===== src/rtl/instruction_fetch_unit.sv =====
// Fetch stage: points the ARF OutD port at PC, reads two bytes through a
// handshaked byte memory, bumps PC after each byte and assembles a 16-bit word.
module instruction_fetch_unit #(
  parameter bit          LOW_BYTE_FIRST = 1'b1,
  parameter int unsigned MEM_TIMEOUT    = 16
) (
  input  logic        clock,
  input  logic        reset_n,
  input  logic        fetch_start,
  input  logic        flush,
  output logic        mem_rd_en,
  input  logic [7:0]  mem_rdata,
  input  logic        mem_valid,
  output logic [2:0]  arf_regsel,
  output logic [1:0]  arf_funsel,
  output logic [1:0]  arf_outdsel,
  output logic [15:0] ir,
  output logic        ir_valid,
  output logic        busy,
  output logic        fetch_err
);

  localparam int unsigned BYTE_W = 8;
  localparam int unsigned CNT_W  = 8;
  localparam logic [2:0]  SEL_NONE = 3'b000;
  localparam logic [2:0]  SEL_PC   = 3'b100;
  localparam logic [1:0]  FUN_HOLD = 2'b00;
  localparam logic [1:0]  FUN_INC  = 2'b01;
  localparam logic [1:0]  OUTD_PC  = 2'b00;
  localparam logic [CNT_W-1:0] TMO_LAST = CNT_W'(MEM_TIMEOUT - 1);

  if (MEM_TIMEOUT < 2 || MEM_TIMEOUT > 255) begin : g_bad_timeout
    $error("instruction_fetch_unit: MEM_TIMEOUT must be in 2..255");
  end

  typedef enum logic [2:0] {
    IDLE      = 3'd0,
    SETTLE_LO = 3'd1,
    REQ_LO    = 3'd2,
    INC_LO    = 3'd3,
    SETTLE_HI = 3'd4,
    REQ_HI    = 3'd5,
    INC_HI    = 3'd6,
    DONE      = 3'd7
  } state_t;

  state_t             state;
  logic [BYTE_W-1:0]  first_byte;
  logic [BYTE_W-1:0]  second_byte;
  logic [CNT_W-1:0]   wait_cnt;

  // OutD is permanently steered to PC; the memory address follows it.
  assign arf_outdsel = OUTD_PC;

  always_ff @(posedge clock or negedge reset_n) begin
    if (!reset_n) begin
      state       <= IDLE;
      first_byte  <= '0;
      second_byte <= '0;
      wait_cnt    <= '0;
      mem_rd_en   <= 1'b0;
      arf_regsel  <= SEL_NONE;
      arf_funsel  <= FUN_HOLD;
      ir          <= '0;
      ir_valid    <= 1'b0;
      busy        <= 1'b0;
      fetch_err   <= 1'b0;
    end else begin
      // Pulses and ARF controls default low every cycle.
      ir_valid   <= 1'b0;
      arf_regsel <= SEL_NONE;
      arf_funsel <= FUN_HOLD;

      if (flush) begin
        // An increment already on the ARF inputs completes on this edge anyway.
        state     <= IDLE;
        mem_rd_en <= 1'b0;
        busy      <= 1'b0;
        wait_cnt  <= '0;
      end else begin
        case (state)
          IDLE: begin
            if (fetch_start) begin
              state     <= SETTLE_LO;
              busy      <= 1'b1;
              fetch_err <= 1'b0;
            end
          end

          SETTLE_LO: begin
            state     <= REQ_LO;
            mem_rd_en <= 1'b1;
            wait_cnt  <= '0;
          end

          REQ_LO: begin
            if (mem_valid) begin
              first_byte <= mem_rdata;
              mem_rd_en  <= 1'b0;
              arf_regsel <= SEL_PC;
              arf_funsel <= FUN_INC;
              state      <= INC_LO;
            end else if (wait_cnt == TMO_LAST) begin
              mem_rd_en <= 1'b0;
              fetch_err <= 1'b1;
              busy      <= 1'b0;
              state     <= IDLE;
            end else begin
              wait_cnt <= wait_cnt + CNT_W'(1);
            end
          end

          INC_LO: begin
            state <= SETTLE_HI;
          end

          SETTLE_HI: begin
            state     <= REQ_HI;
            mem_rd_en <= 1'b1;
            wait_cnt  <= '0;
          end

          REQ_HI: begin
            if (mem_valid) begin
              second_byte <= mem_rdata;
              mem_rd_en   <= 1'b0;
              arf_regsel  <= SEL_PC;
              arf_funsel  <= FUN_INC;
              state       <= INC_HI;
            end else if (wait_cnt == TMO_LAST) begin
              mem_rd_en <= 1'b0;
              fetch_err <= 1'b1;
              busy      <= 1'b0;
              state     <= IDLE;
            end else begin
              wait_cnt <= wait_cnt + CNT_W'(1);
            end
          end

          INC_HI: begin
            if (LOW_BYTE_FIRST) begin
              ir <= {second_byte, first_byte};
            end else begin
              ir <= {first_byte, second_byte};
            end
            ir_valid <= 1'b1;
            state    <= DONE;
          end

          DONE: begin
            state <= IDLE;
            busy  <= 1'b0;
          end

          default: begin
            state     <= IDLE;
            mem_rd_en <= 1'b0;
            busy      <= 1'b0;
          end
        endcase
      end
    end
  end

endmodule


===== config.mk =====
export PLATFORM = sky130hd
export DESIGN_NAME = instruction_fetch_unit
export DESIGN_NICKNAME = d
export VERILOG_FILES = /design/src/rtl/instruction_fetch_unit.sv
export SDC_FILE = /design/constraint.sdc
export NUM_CORES = 1
export LEC_CHECK = 0
export CAP_MARGIN = 20
export CORE_AREA = 2 2 78 95
export CTS_CLUSTER_SIZE = 40
export DETAILED_ROUTE_END_ITERATION = 10
export DIE_AREA = 0 0 80 97
export DONT_BUFFER_PORTS = 1
export PLACE_DENSITY = 0.5
export SLEW_MARGIN = 10
export SYNTH_ARGS = -nofsm -noshare
export SYNTH_HDL_FRONTEND = slang
export SYNTH_SLANG_ARGS = --single-unit

===== constraint.sdc =====
create_clock -name clock -period 1.6 [get_ports clock]
set_input_delay 0.4 -clock clock [delete_from_list [all_inputs] [get_ports clock]]
set_output_delay 0.4 -clock clock [all_outputs]
set_load 0.05 [all_outputs]

==> impl_metrics.yaml, run 1 <==
synthesis:
  synthCells: 179
  syn_avg_cell_area_sq_um: 12.3
  ys_warn_count: 0
  yosys-top-cells-area: "dfrtp_1, mux2_1, buf_4"
  ys_ff_latch: 48
  synth_cell_type_count: 45
  syn_area_sq_mm: 0.00220
  synth-edff-count: 0
  yosysTopAreaCellShare_pct: 54.7
  yosysSeqAreaShare_pct: 54.7
  synth_top_flop_cell: "dfrtp_1"
  yosysTopAreaCell: "dfrtp_1"
  synthArstFlopShare_pct: 100
power:
  swShare_pct: 31.3
  power_frac_clock_pct: 26.9
  power_mw: 3.37
  leakage_nw: 1.30
  p_comb_share_pct: 22.6
  p_seq_share_pct: 50.5
  powerDensity_mw_per_mm2: 1180
  ir_drop_mv: 0.498
  p_int_mw: 2.31
  p_switching_mw: 1.06
cells_and_area:
  area_delta_synth_final_pct: 29.5
  mostFrequentLayoutCells: "dfrtp_1, buf_4, mux2_1, mux2_4, nand2_1"
  final_common_cell: "dfrtp_1"
  stdcell_count: 300
  nets: 226
  drive_gt1_share_pct: 33.3
  fin_util_pct: 42.0
  post-route-cell-area_sq_mm: 0.00285
  antenna_cells: 0
placed_design:
  hpwlAfterDp_mm: 3.23
  port_buffers: 0
  gp_congestion: 0.836
  dp.cells: 283
  post_dp_cell_area_sq_mm: 0.00247
cts:
  htreeDepth: 2
  clock_path_buffers: 2
  tritoncts.num_buffers: 5
  clk_pin_slew_ns: 0.09
  cts_tree: "built"
  clkLatencyLatePin_ns: 0.30
  cts-root-buf: "clkbuf_8"
  cts_sinks: 48
setup_path:
  crit_arrival_ns: 1.94
  required_ns: 1.81
  worstSetupPathType: "flip-flop to flip-flop"
  cp-end-kind: "flip-flop"
  cp-start-kind: "flip-flop"
  crit_path_max_fanout: 5
routing:
  drt-initial-drc-count: 41
  wl_per_cell_um: 16.1
  postRouteAntennaNets: 0
  post-route-drc-count: 0
  dr.pass1.iters: 4
  drt-vias-per-instance: 5.04
  vias: 1511
  drt_wl_total_mm: 4.82
grt:
  track_usage_pct: 12.6
  first_global_vias: 1590
  antenna_found_initial: 0
  globalRoute.totalOverflow: 0
  grt_pass1_wl_mm: 7.73
  grt_max_degree: 49
sta:
  fmax_ghz: 0.578
  finalClockSkew_ns: 0.00923
  rsz0062_at_grt: "yes"
  fin_setup_tns_ns: -0.606
  fin_crit_sh_pct: 108
  period_needed_ns: 1.73
  slew_violations: 0
  setup_ws_ns: -0.129
  hold_viol_final: 0
  setup_viol: 10
floorplan:
  rows: 33
  core_area_sq_mm: 0.00677
  die_w_um: 80
  io_pins: 40
  initial_core_util_pct: 32.4
  die-area_sq_mm: 0.00776
  die-height_um: 97
hold_path:
  hold_path_class: "input pin to flip-flop"
run_status:
  status: "complete, but fails checks"
  violations: "setup timing"
run:
  drv_cap: 0
==> power groups by stage <==
stage	clock network (mW)	registers [mW]	logic, mW
final	0.905	1.70	0.762
after global routing	0.983	1.74	0.831
after CTS	0.932	1.70	0.663
after detailed placement	0	1.73	0.610
after global placement	0	1.72	0.589
after floorplan	0	1.74	0.394
==> flip-flops by register name, indices dropped and copies added (netlist names) <==
register and cells:
busy 1, ir 16, state 3, first_byte 8, second_byte 8, wait_cnt 8, mem_rd_en 1, fetch_err 1
ir_valid 1, arf_regsel 1
==> through the flow <==
stage	setup WS [ns]	hold slack (ns)
finish	-0.129	0.158
global route	-0.203	0.141
CTS	-0.116	0.146
detailed placement	-0.186	0.106
global placement	-0.0993	0.106
floorplan	-0.142	0.104
==> Yosys cell counts, types with 2 or more instances <==
master,number
dfrtp_1,48
mux2_1,32
nand2_1,12
nor2_1,7
buf_4,6
nand3_1,6
a21oi_1,5
o21ai_0,5
a31oi_1,4
a21o_1,3
a311oi_1,3
buf_2,3
inv_1,3
nor2b_1,3
nor3_1,3
o21ai_1,3
a22o_1,2
and3_1,2
inv_2,2
nor3b_1,2
==> worst max-delay path, cell delays in order, from the launching register on <==
cell and delay [ns]:
dfrtp_1 0.38, or4b_4 0.53, a221oi_4 0.39, buf_4 0.18, nand2_2 0.03, mux2i_1 0.13
==> final timing paths <==
| kind | start | depth (start not counted) | endpoint | slack [ns] |
|---|---|---|---|---|
| hold / removal | flush | 1 | mem_rd_en | 0.16 |
| max in group asynchronous | reset_n | 2 | wait_cnt[2] | 0.78 |
| hold reg to reg | first_byte[7] | 1 | first_byte[7] | 0.49 |
| setup / recovery | state[2] | 5 | wait_cnt[4] | -0.13 |
| min in group asynchronous | reset_n | 2 | first_byte[6] | 0.61 |
| setup reg to reg | state[2] | 5 | wait_cnt[4] | -0.13 |
==> cell type report <==
type,instances,area (sq um)
clock buffers,6,82.6
clock inverters,2,38.8
fillers,649,3930
inverters,5,21.3
multi-input cells,118,1040
flip-flops and latches,48,1200
well taps,87,109
repair buffers,34,353
==> cells by family after synthesis <==
| kind of cell | synth area share (%) |
|---|---|
| buffers and inverters | 4.44 |
| adder cells (fa/ha/maj) | 0.569 |
| AO/OA/AOI/OAI | 10.5 |
| flip-flops | 54.7 |
| other | 0.171 |
| AND/OR/NAND/NOR | 12.8 |
| multiplexers | 16.9 |
==> routing by layer <==
metal	up-vias	share of wire, %	GRT usage, %
met5	-	0	0
met1	750	43	15.5
met4	0	1.3	3.91
met2	42	49	20.9
met3	6	6.6	3.92
li1	713	-	-
==> repair_timing <==
action,in CTS,in global routing
hold buffers,2,0
cloned,0,2
endpoints found under the hold margin,48,0
setup buffers,1,4
endpoints found under the setup margin,25,38
resized for setup,4,25
pin swaps,5,4
(Power assumes the default switching activity.)
==> run 2, diff against run 1 <==
- CTS_CLUSTER_DIAMETER: not set -> 40
==> results of run 2 <==
The final DEF is identical to that of run 1; final timing and power are the same.
